<file path="config.mk">
export PLATFORM = sky130hd
export DESIGN_NAME = clk_div_n_fsm_flat
export DESIGN_NICKNAME = d
export VERILOG_FILES = /design/src/rtl/clk_div_n_fsm_if.sv /design/src/rtl/clk_div_n_fsm.sv /design/src/flat_wrapper.sv
export SDC_FILE = /design/constraint.sdc
export NUM_CORES = 1
export LEC_CHECK = 0
export ABC_AREA = 1
export BUFFER_PORTS_ARGS = -buffer_cell sky130_fd_sc_hd__buf_2
export CAP_MARGIN = 20
export CORE_ASPECT_RATIO = 0.5
export CORE_MARGIN = 4
export CORE_UTILIZATION = 45
export CTS_CLUSTER_DIAMETER = 50
export DETAILED_ROUTE_END_ITERATION = 7
export GPL_TIMING_DRIVEN = 0
export PLACE_DENSITY = 0.75
export REMOVE_ABC_BUFFERS = 1
export SYNTH_ARGS = -nofsm -noshare
export SYNTH_HDL_FRONTEND = slang
export SYNTH_SLANG_ARGS = --single-unit
</file>
<file path="constraint.sdc">
create_clock -name clk -period 2 [get_ports clk]
set_input_delay 0.3 -clock clk [delete_from_list [all_inputs] [get_ports clk]]
set_output_delay 0.3 -clock clk [all_outputs]
set_load 0.05 [all_outputs]
</file>
<file path="src/rtl/clk_div_n_fsm_if.sv">
// clk_div_n_fsm_if: control and status bundle for the divide-by-N generator
interface clk_div_n_fsm_if #(parameter int WIDTH = 8);
  logic             en;
  logic             stop;
  logic             mode;
  logic [WIDTH-1:0] div_in;
  logic             div_load;
  logic             y;
  logic             tick;
  logic [WIDTH-1:0] count;
  logic [WIDTH-1:0] div_cur;
  logic             pend;
  modport master (output en, stop, mode, div_in, div_load, input y, tick, count, div_cur, pend);
  modport slave  (input en, stop, mode, div_in, div_load, output y, tick, count, div_cur, pend);
endinterface

</file>
<file path="src/rtl/clk_div_n_fsm.sv">
// clk_div_n_fsm: divide-by-N enable generator with runtime divisor reload and pulse/square output
module clk_div_n_fsm #(
  parameter int WIDTH       = 8,
  parameter int DEFAULT_DIV = 3
) (
  input logic           clk,
  input logic           reset,
  clk_div_n_fsm_if.slave bus
);
  typedef enum logic {IDLE, RUN} state_t;
  state_t           state;
  logic [WIDTH-1:0] count, div_cur, div_pend, load_val, last;
  logic [WIDTH:0]   half;
  logic             pend, run, wrap, apply;
  always_comb begin
    load_val = (bus.div_in == '0) ? WIDTH'(1) : bus.div_in;
    last     = div_cur - WIDTH'(1);
    half     = ({1'b0, div_cur} + (WIDTH+1)'(1)) >> 1;
    run      = state == RUN;
    wrap     = run && bus.en && count == last;
    apply    = !run || bus.stop || wrap;
  end
  // a same-cycle load bypasses div_pend so the freshly presented value is applied
  always_ff @(posedge clk or posedge reset)
    if (reset) begin
      state    <= IDLE;
      count    <= '0;
      div_cur  <= WIDTH'(DEFAULT_DIV);
      div_pend <= '0;
      pend     <= 1'b0;
    end else begin
      if (bus.div_load) div_pend <= load_val;
      if (apply && (bus.div_load || pend)) div_cur <= bus.div_load ? load_val : div_pend;
      pend <= !apply && (bus.div_load || pend);
      if (!run) begin
        state <= (bus.en && !bus.stop) ? RUN : IDLE;
        count <= '0;
      end else if (bus.stop) begin
        state <= IDLE;
        count <= '0;
      end else if (bus.en) count <= wrap ? '0 : count + WIDTH'(1);
    end
  assign bus.y       = run && (bus.mode ? ({1'b0, count} < half) : (count == '0));
  assign bus.tick    = wrap && !bus.stop;
  assign bus.count   = count;
  assign bus.div_cur = div_cur;
  assign bus.pend    = pend;
endmodule

</file>
<file path="src/flat_wrapper.sv">
// flat-port wrapper written by rule: the top's interface ports become plain ports
module clk_div_n_fsm_flat 
#(
  parameter int WIDTH       = 8,
  parameter int DEFAULT_DIV = 3
)
  (clk, reset, bus_en, bus_stop, bus_mode, bus_div_in, bus_div_load, bus_y, bus_tick, bus_count, bus_div_cur, bus_pend);
  clk_div_n_fsm_if #(.WIDTH(WIDTH)) bus_i ();
  input logic clk;
  input logic reset;
  input wire logic [$bits(bus_i.en)-1:0] bus_en;
  input wire logic [$bits(bus_i.stop)-1:0] bus_stop;
  input wire logic [$bits(bus_i.mode)-1:0] bus_mode;
  input wire logic [$bits(bus_i.div_in)-1:0] bus_div_in;
  input wire logic [$bits(bus_i.div_load)-1:0] bus_div_load;
  output wire logic [$bits(bus_i.y)-1:0] bus_y;
  output wire logic [$bits(bus_i.tick)-1:0] bus_tick;
  output wire logic [$bits(bus_i.count)-1:0] bus_count;
  output wire logic [$bits(bus_i.div_cur)-1:0] bus_div_cur;
  output wire logic [$bits(bus_i.pend)-1:0] bus_pend;
  assign bus_i.en = bus_en;
  assign bus_i.stop = bus_stop;
  assign bus_i.mode = bus_mode;
  assign bus_i.div_in = bus_div_in;
  assign bus_i.div_load = bus_div_load;
  assign bus_y = bus_i.y;
  assign bus_tick = bus_i.tick;
  assign bus_count = bus_i.count;
  assign bus_div_cur = bus_i.div_cur;
  assign bus_pend = bus_i.pend;
  clk_div_n_fsm #(.WIDTH(WIDTH), .DEFAULT_DIV(DEFAULT_DIV)) u_core (.clk(clk), .reset(reset), .bus(bus_i));
endmodule
</file>
# --- After elaboration in Yosys (flattened, before gate mapping) ---
# Index checks and enable logic that the tools add are counted.
word_totals:
  regBits: 26
  input_bits: 14
  output_inout_bits: 19
  word_cells: 36
classes:
  addsub: 3
  n_lt_le_gt_ge: 1
  n_eq_ne: 2
  mux: 10
  reduce_logical: 15
ops:
  columns: ["op", "count"]
  rows:
  - ["$mux W8", 6]
  - ["$logic_not A8 Y1", 2]
  - ["$add A8 B1 Y9 const B", 1]
  - ["$add A8 B1 Y8 const B", 1]
  - ["$eq A8 B8 Y1", 1]
  - ["$lt A8 B8 Y1", 1]
  - ["$sub A8 B1 Y8 const B", 1]
  - ["$logic_and A1 B1 Y1", 7]
  - ["$mux W1", 4]
  - ["$logic_not A1 Y1", 3]
  - ["$logic_or A1 B1 Y1", 3]
  - ["$ne A3 B3 Y1 const B", 1]

# --- Depth between registers and ports, before layout ---
logic_depth:
  ltp_word: 7
  mapped_depth: 13
  depth_no_buf: 13

# --- Worst setup path before layout ---
# Ideal clock, no wire load.
synth_path:
  kind: "register to output"
  start: "register u_core.div_cur[1] (netlist: u_core.bus.div_cur[1])"
  end: "output port bus_y"
  arrival_ps: 2713
  required_time_ps: 1700
  setup_slack_ps: -1013
  path_stages_with_launch: 10
  path_buffers: 0
  path_cell_list: "dfstp_2 ha_1 nand3_1 nor2_1 xor2_1 ha_1 a21oi_1 nand3b_1 nand3_1 a21oi_1"
synth_via:
  elab_chain_cells: 4
synth_rtl:
  columns: ["item", "line_no", "text"]
  rows:
  - ["start, declared", "clk_div_n_fsm.sv:12", "logic [WIDTH-1:0] count, div_cur, div_pend, load_val, last;"]
  - ["start signal, assigned", "clk_div_n_fsm.sv:28", "div_cur <= WIDTH'(DEFAULT_DIV);"]
  - ["start signal, assigned", "clk_div_n_fsm.sv:33", "if (apply && (bus.div_load || pend)) div_cur <= bus.div_load ? load_val : div_pend;"]
  - ["$add A8 B1 Y9", "clk_div_n_fsm.sv:18", "half = ({1'b0, div_cur} + (WIDTH+1)'(1)) >> 1;"]
  - ["$lt A8 B8 Y1", "clk_div_n_fsm.sv:43", "assign bus.y = run && (bus.mode ? ({1'b0, count} < half) : (count == '0));"]
  - ["$mux W1", "clk_div_n_fsm.sv:43", null]
  - ["$logic_and A1 B1 Y1", "clk_div_n_fsm.sv:43", null]
  - ["end, declared", "flat_wrapper.sv:16", "output wire logic [$bits(bus_i.y)-1:0] bus_y;"]
# Every way passes these cells.

# --- Worst setup path after layout ---
# Ends and elaborated chain as after synthesis.

==> flow_summary.toml <==
[placed_design]
place_inst = 320
dpl.hpwl_um = 3048
gp_congestion = 0.8334
pre_cts_ws_ns = -0.6722
io_buffers = 32

[worst_hold_path]
hp-start = "bus_stop"
hp-class = "in2reg"

[logic_synthesis]
syn_avg_cell_area_um2 = 7.268
yosysSeqAreaShare_pct = 37.29
ys_warn_count = 0
syn_area_um2 = 1752
postSynthCellCount = 241
synth_area_leader_cell = "dfrtp_1"
ys_top_cells_by_area = "dfrtp_1 34%, nand2_1 16%, ha_1 7.9%"
synth_top_cell_area_share_pct = 34.29
synth_cell_types = 29
yosys_register_bits = 26

[cts]
cts_tree = "built"
clockBufferDepth = 2
cts_buffers = 3
clockRootBuffer = "clkbuf_8"
cts_max_level = 1
clk_latency_ns = 0.27
clk_transition_reported_paths_ns = 0.09
clock_sinks = 26

[global_routing]
grt_antenna_before_repair = 0
grt_pass1_vias = 1578
grt_first_pass_wirelength_um = 7210
overflow = 0
grt_max_degree = 27
grt_use_total_pct = 18.44

[die]
io_pins = 33
die_h_um = 52.12
initial_core_util_pct = 48.87
die_x_um = 96.24
std_cell_rows = 15
core_region_area_um2 = 3585
die_area_um2 = 5015

[cells_and_area]
drive_gt1_share_pct = 25.95
nFillCells = 302
multi_input_area_um2 = 1041
final_cells = 340
area_delta_synth_final_pct = 30.00
seq_area_um2 = 655.6
utilization_pct = 63.53
nNetsFinal = 315
diodes = 0

[timing]
hold_viol_final = 0
fmax_mhz = 361.8
finClkSkew_ns = 0.002560
setup_ws_ns = -0.7642
worst_pin_slew_ns = 0.6495
max_slew_margin_pct = 56.54
rsz0062_at_grt = "yes"
period_needed_ns = 2.764
finalSetupViolations = 19
fin_tns_setup_ns = -6.867
drv_slew = 0
layout_worst_path_cycle_share_pct = 138.2
timing.hold.ws_ns = 0.2194

[critical_path]
crit_arrival_ns = 2.46
cp-startpoint = "u_core.bus.div_cur[1]"
critPathKind = "reg2out"
critPathMaxFanout = 3
r2r_start = "u_core.bus.div_cur[1]"
reg2reg_slack_ns = -0.37
end_kind = "output port"
start_kind = "flop"
required_ns = 1.70

[power_and_ir_drop]
power.density_nw_per_um2 = 702.2
p_leak_uw = 0.001210
irDropWorstVdd_mv = 0.5139

[run_status]
violations = "negative setup slack"
outcome = "finished with violations"

[drt]
antenna_left = 0
wirelength_um = 4393
via_per_inst = 4.932
drtIter0Drc = 70
route.vias.total = 1677
wl_per_cell_um = 12.92
drc_errors = 0
firstDrtPassIters = 5

[job]
maxCapViolations = 0
## layout make-up
cell class,instances,share of cell area [%]
sequential,26,28.79
multi-input combinational,178,45.71
tap,51,2.802
timing repair buffer,47,13.85
clock inverter,1,1.319
inverter,34,5.714
clock buffer,3,1.813
## stage by stage
step	power, uW	cell area (um^2)
final	1599	2277
after global routing	1687	2277
after CTS	1567	2173
after detailed placement	1089	1944
after global placement	1073	1944
after floorplan	971.9	1720
## sequential cells by signal, indices dropped and copies added (netlist names)
signal	cells
u_core.bus.div_cur	8
u_core.bus.pend	1
u_core.bus.count	8
u_core.run	1
u_core.div_pend	8
## worst paths after layout
| path | end | depth (start not counted) |
|---|---|---|
| setup / recovery | bus_y | 11 |
| hold / removal | u_core.run | 2 |
| setup reg to reg | u_core.bus.div_cur[4] | 16 |
| hold reg to reg | u_core.div_pend[1] | 2 |
| max in group asynchronous | u_core.bus.div_cur[0] | 4 |
| min in group asynchronous | u_core.div_pend[1] | 3 |
## power by group
part | internal (uW) | leakage [uW] | switching, uW
logic | 184 | 0.000848 | 343
clock network | 268 | 0.0000357 | 164
registers | 572 | 0.000327 | 67.5
total | 1020 | 0.00121 | 575
## worst max-delay path, stage by stage (launching register included)
cell and delay (ns):
dfstp_2 0.60, buf_6 0.12, inv_4 0.04, nor4_4 0.27
nand2_1 0.12, nor2_1 0.14, xnor2_1 0.09, ha_1 0.31
nand3b_1 0.09, nand3_1 0.09, a21oi_2 0.14, buf_6 0.17
## layout by cell type, fill, tap and decap left out, types with 2 or more instances in the layout
cell type,n
nand3_1,17
nor4_1,2
a21oi_1,7
nand2_8,2
nor3_2,2
inv_2,3
buf_6,4
xnor2_1,4
nand4_1,3
nor2_4,2
dfrtp_1,22
clkbuf_8,3
nor3_1,4
a21oi_2,2
nor2_2,3
buf_4,11
nor2_1,23
buf_2,30
o21ai_0,4
dfstp_2,2
ha_1,10
xor2_1,7
nand2_1,74
inv_1,30
dfrtp_2,2
o21ai_1,2
## what timing repair did
action | in CTS | in global routing
gates resized for setup | 16 | 11
setup endpoints to repair | 19 | 19
pin swaps | 9 | 11
hold endpoints to repair | 0 | 1
hold buffers | 0 | 1
setup buffers | 11 | 2
gates cloned | 0 | 1
## synth_stat cells
| master | number |
|---|---|
| inv_2 | 3 |
| o21ai_1 | 2 |
| buf_2 | 1 |
| xnor2_1 | 4 |
| nand2_4 | 1 |
| o211ai_1 | 1 |
| nand4_1 | 3 |
| nand2_1 | 75 |
| nor2_2 | 1 |
| xnor3_1 | 1 |
| nand3_2 | 1 |
| xor2_1 | 7 |
| clkbuf_1 | 1 |
| buf_6 | 2 |
| inv_1 | 31 |
| nor4_1 | 3 |
| ha_1 | 11 |
| o22ai_1 | 1 |
| a21oi_1 | 9 |
| nor3_2 | 1 |
| nand3_1 | 18 |
| o21ai_0 | 4 |
| nor2_1 | 26 |
| nor3_1 | 5 |
| nor2_4 | 1 |
| nand3b_1 | 1 |
| nand2_2 | 1 |
| dfstp_2 | 2 |
| dfrtp_1 | 24 |
## cell families (layout without fill, tap and decap cells)
kind of cell / after synthesis / after routing / synth area share (%)
buffers and inverters: 38 / 85 / 9.071
DFF: 26 / 26 / 37.29
xor gates and xnor gates: 12 / 12 / 6.785
adders and majority gates: 11 / 11 / 7.857
AOI/OAI and AO/OA: 17 / 17 / 5.072
and+or+nand+nor: 137 / 138 / 33.93
## layer usage
metal  routed length, um  GRT usage, %
met4                  42         4.481
met1                2137         25.85
met3                 102         1.012
met2                2112         31.31
met5                   0             0
No activity file was read; power rests on OpenSTA's default activity.
